File: config.mk
export PLATFORM = sky130hd
export DESIGN_NAME = roll_recorder
export DESIGN_NICKNAME = d
export VERILOG_FILES = /design/src/rtl/roll_recorder_pkg.sv /design/src/rtl/roll_recorder_history_ram.sv /design/src/rtl/roll_recorder.sv
export SDC_FILE = /design/constraint.sdc
export NUM_CORES = 1
export LEC_CHECK = 0
export BUFFER_PORTS_ARGS = -buffer_cell sky130_fd_sc_hd__buf_2
export CORE_UTILIZATION = 40
export CTS_CLUSTER_DIAMETER = 80
export DETAILED_ROUTE_END_ITERATION = 8
export PLACE_DENSITY_LB_ADDON = 0.08
export SKIP_LAST_GASP = 1
export SLEW_MARGIN = 30
export SYNTH_ARGS = -nofsm -noshare
export SYNTH_HDL_FRONTEND = slang
export SYNTH_SLANG_ARGS = --single-unit
File: constraint.sdc
create_clock -name i_clk -period 3.2 [get_ports i_clk]
set_input_delay 0.48 -clock i_clk [delete_from_list [all_inputs] [get_ports i_clk]]
set_output_delay 0.48 -clock i_clk [all_outputs]
set_load 0.005 [all_outputs]
File: src/rtl/roll_recorder_pkg.sv
// Shared types and default sizing for the roll recorder.
package roll_recorder_pkg;

    typedef enum logic [0:0] {
        S_IDLE  = 1'b0,
        S_TRACK = 1'b1
    } cap_state_e;

    localparam int DATA_W_DEF = 4;
    localparam int DEPTH_DEF  = 8;

endpackage

File: src/rtl/roll_recorder_history_ram.sv
// Reset-free DEPTH x DATA_W register file: one synchronous write port and one combinational read port.
module history_ram
    import roll_recorder_pkg::*;
#(
    parameter int DATA_W = DATA_W_DEF,
    parameter int DEPTH  = DEPTH_DEF,
    parameter int AW     = $clog2(DEPTH)
) (
    input  logic              clk,
    input  logic              we,
    input  logic [AW-1:0]     waddr,
    input  logic [DATA_W-1:0] wdata,
    input  logic [AW-1:0]     raddr,
    output logic [DATA_W-1:0] rdata
);

    logic [DATA_W-1:0] mem_r [DEPTH];

    // Entry validity is tracked by the owner's count, so no reset is needed here.
    always_ff @(posedge clk) begin
        if (we) begin
            mem_r[waddr] <= wdata;
        end
    end

    assign rdata = mem_r[raddr];

endmodule

File: src/rtl/roll_recorder.sv
// Infers end-of-roll on an unstrobed random-number bus, keeps a circular history and lets the user browse it.
// Optional statistics outputs (o_max, o_hist_full) are enabled by defining ROLL_RECORDER_STATS_EN.
module roll_recorder
    import roll_recorder_pkg::*;
#(
    parameter int DATA_W     = DATA_W_DEF,
    parameter int DEPTH      = DEPTH_DEF,
    parameter int SETTLE_CYC = 25_000_000
) (
    input  logic                     i_clk,
    input  logic                     i_rst_n,
    input  logic [DATA_W-1:0]        i_data,
    input  logic                     i_prev,
    input  logic                     i_next,
    input  logic                     i_clear,
    output logic [DATA_W-1:0]        o_view,
    output logic [$clog2(DEPTH)-1:0] o_index,
    output logic [$clog2(DEPTH):0]   o_count,
    output logic                     o_new,
    output logic                     o_browsing
`ifdef ROLL_RECORDER_STATS_EN
    ,
    output logic [DATA_W-1:0]        o_max,
    output logic                     o_hist_full
`endif
);

    localparam int AW = $clog2(DEPTH);
    localparam int CW = AW + 1;
    localparam int SW = $clog2(SETTLE_CYC);
    localparam logic [SW-1:0] SETTLE_LAST = SW'(SETTLE_CYC - 1);
    localparam logic [CW-1:0] DEPTH_CNT   = CW'(DEPTH);

    cap_state_e        state_r;
    logic [DATA_W-1:0] last_r;
    logic [SW-1:0]     stable_cnt_r;
    logic [AW-1:0]     wr_ptr_r;
    logic [CW-1:0]     count_r;
    logic [AW-1:0]     offset_r;
    logic              new_r;
`ifdef ROLL_RECORDER_STATS_EN
    logic [DATA_W-1:0] max_r;
`endif

    logic              capture_s;
    logic              we_s;
    logic              step_older_s;
    logic              step_newer_s;
    logic [AW-1:0]     rd_addr_s;
    logic [DATA_W-1:0] rd_data_s;

    // Capture and browse decisions derived from current state.
    always_comb begin
        capture_s    = 1'b0;
        step_older_s = 1'b0;
        step_newer_s = 1'b0;
        if ((state_r == S_TRACK) && (i_data == last_r) && (stable_cnt_r == SETTLE_LAST)) begin
            capture_s = 1'b1;
        end else begin
            capture_s = 1'b0;
        end
        if (i_prev && !i_next && (count_r != '0) && ({1'b0, offset_r} < (count_r - CW'(1)))) begin
            step_older_s = 1'b1;
        end else begin
            step_older_s = 1'b0;
        end
        if (i_next && !i_prev && (offset_r != '0)) begin
            step_newer_s = 1'b1;
        end else begin
            step_newer_s = 1'b0;
        end
    end

    assign we_s      = capture_s & i_rst_n & ~i_clear;
    assign rd_addr_s = wr_ptr_r - AW'(1) - offset_r;

    history_ram #(
        .DATA_W (DATA_W),
        .DEPTH  (DEPTH),
        .AW     (AW)
    ) u_history_ram (
        .clk   (i_clk),
        .we    (we_s),
        .waddr (wr_ptr_r),
        .wdata (last_r),
        .raddr (rd_addr_s),
        .rdata (rd_data_s)
    );

    // Capture FSM, history pointers and browse offset; clear outranks capture, capture outranks browse.
    always_ff @(posedge i_clk) begin
        if (!i_rst_n) begin
            state_r      <= S_IDLE;
            last_r       <= '0;
            stable_cnt_r <= '0;
            wr_ptr_r     <= '0;
            count_r      <= '0;
            offset_r     <= '0;
            new_r        <= 1'b0;
`ifdef ROLL_RECORDER_STATS_EN
            max_r        <= '0;
`endif
        end else if (i_clear) begin
            state_r      <= S_IDLE;
            last_r       <= i_data;
            stable_cnt_r <= '0;
            wr_ptr_r     <= '0;
            count_r      <= '0;
            offset_r     <= '0;
            new_r        <= 1'b0;
`ifdef ROLL_RECORDER_STATS_EN
            max_r        <= '0;
`endif
        end else begin
            new_r <= capture_s;
            case (state_r)
                S_IDLE: begin
                    if (i_data != last_r) begin
                        last_r       <= i_data;
                        stable_cnt_r <= '0;
                        state_r      <= S_TRACK;
                    end
                end
                S_TRACK: begin
                    if (i_data != last_r) begin
                        last_r       <= i_data;
                        stable_cnt_r <= '0;
                    end else if (stable_cnt_r == SETTLE_LAST) begin
                        stable_cnt_r <= '0;
                        state_r      <= S_IDLE;
                    end else begin
                        stable_cnt_r <= stable_cnt_r + SW'(1);
                    end
                end
                default: begin
                    stable_cnt_r <= '0;
                    state_r      <= S_IDLE;
                end
            endcase

            if (capture_s) begin
                wr_ptr_r <= wr_ptr_r + AW'(1);
                offset_r <= '0;
                if (count_r != DEPTH_CNT) begin
                    count_r <= count_r + CW'(1);
                end
`ifdef ROLL_RECORDER_STATS_EN
                if (last_r > max_r) begin
                    max_r <= last_r;
                end
`endif
            end else if (step_older_s) begin
                offset_r <= offset_r + AW'(1);
            end else if (step_newer_s) begin
                offset_r <= offset_r - AW'(1);
            end
        end
    end

    // Empty history shows zero rather than stale memory contents.
    always_comb begin
        o_view = '0;
        if (count_r != '0) begin
            o_view = rd_data_s;
        end else begin
            o_view = '0;
        end
    end

    assign o_index    = offset_r;
    assign o_count    = count_r;
    assign o_new      = new_r;
    assign o_browsing = (offset_r != '0);
`ifdef ROLL_RECORDER_STATS_EN
    assign o_max       = max_r;
    assign o_hist_full = (count_r == DEPTH_CNT);
`endif

endmodule

# Word level (Yosys, flattened, before mapping)
# Memory sizes are Yosys's and may differ from the RTL's.
# Index checks and enable logic that the tools add are counted.
# word_totals
regBits	41
latchBits	0
mem_bits_rw	32
romBits	0
input_bits	9
out_inout_bits	13
word_cells	61
mem_count	1
# classes
addsub	8
n_mul	0
n_div	0
magnitude_cmp	1
eq_ne	5
shift	0
muxes	18
bitwise_logic	5
reduce_logical	16
# mem_list
memory	words	width	rd	rd_ports_with_merged_regs	wr	line	rtl
u_history_ram.mem_r	8	4	1	0	1	roll_recorder_history_ram.sv:17	logic [DATA_W-1:0] mem_r [DEPTH];
# ops
op	n
25-bit 2-to-1 mux	3
25-bit one-hot mux with 2 select lines	1
25-bit by 1-bit adder with 25-bit output, second input constant	1
25-bit == test, second input constant	1
4-bit 2-to-1 mux	3
1-bit 2-to-1 mux	8
1-bit logical AND	7
3-bit by 1-bit adder with 3-bit output, second input constant	2
3-bit 2-to-1 mux	2
3-bit by 1-bit subtractor with 3-bit output, second input constant	2
4-bit by 1-bit adder with 4-bit output, second input constant	1
4-bit == test	1
3-bit by 4-bit < comparator with 1-bit output	1
4-bit inequality test	1
4-bit inequality test, second input constant	1
2-bit nonzero test	2
4-bit nonzero test	1
4-bit by 1-bit subtractor with 4-bit output, second input constant	1
1-bit NOT	3
3-bit nonzero test	1
3-bit OR reduction	1
3-bit subtractor	1
1-bit AND	2
1-bit zero test	2
other kinds (4)	4

# Logic depth before layout (Yosys ltp)
# depth
word_depth	8
depth_mapped	13
ltp_nobuf	13

# By module
# From an unflattened synthesis, not the netlist that was laid out.
# hier_totals
cells_unflattened	334
area_unflattened_um2	3570.9
# modules_own_cells
mod	instances	cells_each	area_per_inst_um2	seq_area_each_um2
roll_recorder	1	275	2280.9	820.8
history_ram	1	59	1290.0	960.9

# Worst setup path before layout
# Ideal clock, no wire load.
# synth_path
kind	register to register
from	register count_r[0] (netlist: o_count[0])
to	register offset_r[2] (netlist: o_index[2])
setup_ns	0.134
arrival_time_ns	2.420
t_required_ns	3.066
slack_ns	0.647
path_stages_with_launch	14
path_buffers	0
path_cell_list	dfxtp_1 inv_1 ha_1 xnor2_1 ha_1 a21oi_1 a211oi_1 or2_2 fa_1 inv_1 nand4_1 o31ai_1 xnor2_1 nor3_1
# synth_via
elab_chain_len	5
word_cells_on_any_way	8
# synth_lines
element	line	rtl
from (decl)	roll_recorder.sv:38	logic [CW-1:0] count_r;
from (signal assigned)	roll_recorder.sv:145	count_r <= count_r + CW'(1);
4-bit by 1-bit subtractor with 4-bit output or 4-bit nonzero test (tied branches)	roll_recorder.sv:62	if (i_prev && !i_next && (count_r != '0) && ({1'b0, offset_r} < (count_r - CW'(1)))) begin
3-bit by 4-bit < comparator with 1-bit output or 1-bit logical AND (tied branches)	roll_recorder.sv:62	
1-bit logical AND *	roll_recorder.sv:62	
1-bit 2-to-1 mux *	roll_recorder.sv:62	
3-bit 2-to-1 mux or 2-bit nonzero test (tied branches)	n/a	
to (signal assigned)	roll_recorder.sv:153	offset_r <= offset_r + AW'(1);
to (signal assigned)	roll_recorder.sv:155	offset_r <= offset_r - AW'(1);
to (decl)	roll_recorder.sv:39	logic [AW-1:0] offset_r;
# Every way passes the cells marked *; elsewhere a longest branch is shown, timed or not.
# A chain may end at the register's enable or synchronous reset.

# Worst setup path after layout
# layout_path
from	register wr_ptr_r[0]
to	output o_view[2]
# layout_via
elab_chain_len	4
# layout_lines
element	line	rtl
from (decl)	roll_recorder.sv:37	logic [AW-1:0] wr_ptr_r;
from (signal assigned)	roll_recorder.sv:142	wr_ptr_r <= wr_ptr_r + AW'(1);
3-bit by 1-bit subtractor with 3-bit output	roll_recorder.sv:75	assign rd_addr_s = wr_ptr_r - AW'(1) - offset_r;
3-bit subtractor	roll_recorder.sv:75	
memory 8 x 4 bit	n/a	
4-bit 2-to-1 mux	roll_recorder.sv:163	if (count_r != '0) begin
to (decl)	roll_recorder.sv:16	output logic [DATA_W-1:0] o_view,
# No other way between the ends.

==> results.py <==
metrics = {
    "status": {
        "status": "completed",
    },
    "hold_path": {
        "holdPathStages": 2,
        "hold_class": "input pin to flop",
        "whs_endpoint": "last_r[2]",
        "min_from": "i_data[2]",
    },
    "timing": {
        "relSlewSlack": 0.500,
        "hold_viol_final": 0,
        "fin_tns_setup_ns": 0,
        "finalWorstSetupSlack_ns": 0.242,
        "fmax_ghz": 0.338,
        "tightestPinTransition_ns": 0.744,
        "skew_ns": 0.00936,
        "min_period_ns": 2.96,
        "fin_crit_sh": 0.924,
        "finalSetupViolations": 0,
        "rsz0062_at_grt": "no",
        "drv_slew": 0,
    },
    "synth": {
        "syn-cell-area_sq_mm": 0.00354,
        "syn_area_per_cell_sq_um": 11.0,
        "ys.flop_type": "dfxtp_1",
        "synth_nets": 339,
        "ys_seq_elements": 73,
        "syn-instance-count": 321,
        "synth_warnings": 0,
        "synth_top_cell_area_share": 0.271,
        "synth_top_area_cell": "edfxtp_1",
        "synth_edf_count": 32,
        "seq_area_frac_synth": 0.503,
        "synth-async-reset-ratio": 0,
        "ys_top_cells_by_area": "edfxtp_1 (27%), dfxtp_1 (23%), mux4_2 (5.1%), xnor2_1 (3.2%), a31oi_1 (3.0%)",
        "ys_types": 57,
    },
    "pwr": {
        "finalPower_mw": 1.84,
        "powerDensity_mw_per_mm2": 464,
        "vdd_drop_max_uv": 208,
        "leakage_nw": 1.38,
    },
    "cells_and_area": {
        "multi_input_area_sq_mm": 0.00162,
        "syn_to_final_growth_pct": 12.1,
        "insertedDiodeCount": 0,
        "drive_above_1_share": 0.196,
        "seq_area_sq_mm": 0.00178,
        "nets": 365,
        "n_fill_cell": 779,
        "utilization": 0.474,
    },
    "clock_network": {
        "numCtsBuffers": 9,
        "clk_pin_slew_worst_paths_ns": 0.08,
        "cts_sinks": 73,
        "cts_tree": "yes",
        "clock_latency_ns": 0.35,
        "cts_resized": 0,
        "cts_hold_buffers": 0,
        "htree_levels": 3,
        "clockBufferDepth": 2,
        "root_buffer": "clkbuf_8",
        "post-cts-setup-buffer-count": 0,
    },
    "setup_path": {
        "worst-endpoint-arrival_ns": 2.48,
        "cp-end-kind": "primary output",
        "cp_max_fo": 8,
        "crit_path_start_kind": "flop",
        "reg2reg_from": "stable_cnt_r[0]",
        "critical_path_required_ns": 2.72,
        "reg2reg_slack_ns": 0.45,
        "worstReg2RegEnd": "u_history_ram.mem_r[0][2]",
        "critical_path_class": "flop to primary output",
        "reg2reg_depth": 6,
    },
    "global_routing": {
        "grt.overflow.total": 0,
        "grt_pass1_wl_mm": 11.6,
        "gr-usage-all-layers": 0.172,
        "grt_max_degree": 38,
        "antenna_found_initial": 0,
        "grt_pass1_vias": 2254,
    },
    "route": {
        "drt_wl_total_mm": 7.25,
        "ant_nets": 0,
        "dr.pass1.iters": 4,
        "drcViolationCount": 0,
        "drt_iter0_markers": 69,
        "wl_per_cell_um": 15.9,
        "viasPerCell": 5.43,
        "vias": 2480,
    },
    "placement": {
        "io_buffer_count": 21,
        "globalplace.congestion": 0.712,
        "pre_cts_slack_ns": 0.435,
        "dpl.hpwl_mm": 5.05,
    },
    "die": {
        "die_area_sq_mm": 0.00924,
        "ios": 22,
        "initial_core_util": 0.423,
        "core_sq_mm": 0.00838,
        "dieHeight_um": 96.1,
        "num_rows": 33,
        "die_w_um": 96.1,
    },
    "job": {
        "maxCapViolCount": 0,
    },
}
[cells in the mapped netlist, types with 3 or more instances]
cell type,n
a31oi_1,17
a21oi_1,16
buf_6,5
o21ai_0,6
dfxtp_1,41
nand2b_1,6
edfxtp_1,32
mux4_2,8
nand4_1,8
nand3_1,14
mux2i_1,6
and2_1,8
a22o_1,5
nor2_1,19
and3_1,3
inv_1,14
nor3_1,11
nand2_1,23
xnor2_1,13
o21ai_1,3
or3_1,4
clkbuf_1,6
ha_1,7
[cell families (layout without fill, tap and decap cells)]
logic type	count (synthesis)	in the layout	share of synthesized area
and+or+nand+nor	119	119	0.195
muxes	14	14	0.0678
AOI/OAI and AO/OA	64	64	0.121
buffers and inverters	27	58	0.0395
adders and majority gates	9	9	0.0360
DFF	73	73	0.503
xor gates and xnor gates	15	15	0.0371
[flip-flops by register name (all words and copies together), names as in the netlist]
| register | flops |
|---|---|
| stable_cnt_r | 25 |
| last_r | 4 |
| o_index | 3 |
| o_count | 4 |
| o_new | 1 |
| state_r | 1 |
| wr_ptr_r | 3 |
| u_history_ram.mem_r | 32 |
[routing by layer]
layer / GRT usage / wire length [um]
met5: 0 / 0
met2: 0.275 / 3450
met3: 0.0403 / 198
met4: 0.0634 / 72
met1: 0.227 / 3530
[final cells by class]
cell class                      count  share of cell area
Sequential cell                    73               0.449
Multi-Input combinational cell    221               0.408
Timing Repair Buffer               28              0.0397
Tap cell                          105              0.0331
Clock buffer                        9              0.0312
Clock inverter                      7              0.0258
Inverter                           14              0.0132
[power breakdown]
group          total, mW  internal [mW]  switching, mW
sequential         0.983          0.973        0.00927
clock              0.829          0.449          0.381
combinational     0.0318         0.0129         0.0189
[worst max path at each step]
stage,startpoint,endpoint,cells past startpoint
2_1_floorplan,o_count[0],o_index[2],13
3_3_place_gp,o_count[0],o_index[2],13
3_5_place_dp,stable_cnt_r[0],u_history_ram.mem_r[0][3],6
4_1_cts,wr_ptr_r[0],o_view[2],7
5_1_grt,wr_ptr_r[0],o_view[2],7
6_report,wr_ptr_r[0],o_view[2],7
[critical path, stage by stage (launching register included)]
cell	delay, ns
dfxtp_1	0.48
ha_1	0.21
inv_1	0.05
fa_1	0.68
mux4_2	0.37
mux2i_1	0.14
nor2_1	0.06
buf_2	0.16
[cells in the final DEF (no fill, tap or decap), types with 9 or more instances in the layout]
master and instances:
buf_2 21, a21oi_1 16, xnor2_1 13, edfxtp_1 32, nand3_1 14, a31oi_1 17
inv_1 14, nor2_1 19, clkbuf_8 9, nor3_1 11, dfxtp_1 41, nand2_1 23
[stage by stage]
stage          instance area [sq um]  std cells  hold slack (ns)
6_report                        3970        457            0.357
3_5_place_dp                    3740        441            0.466
2_1_floorplan                   3540        321            0.433
3_3_place_gp                    3740        441            0.461
4_1_cts                         3970        457            0.342
5_1_grt                         3970        457            0.339
No activity file was read; power rests on OpenSTA's default activity.
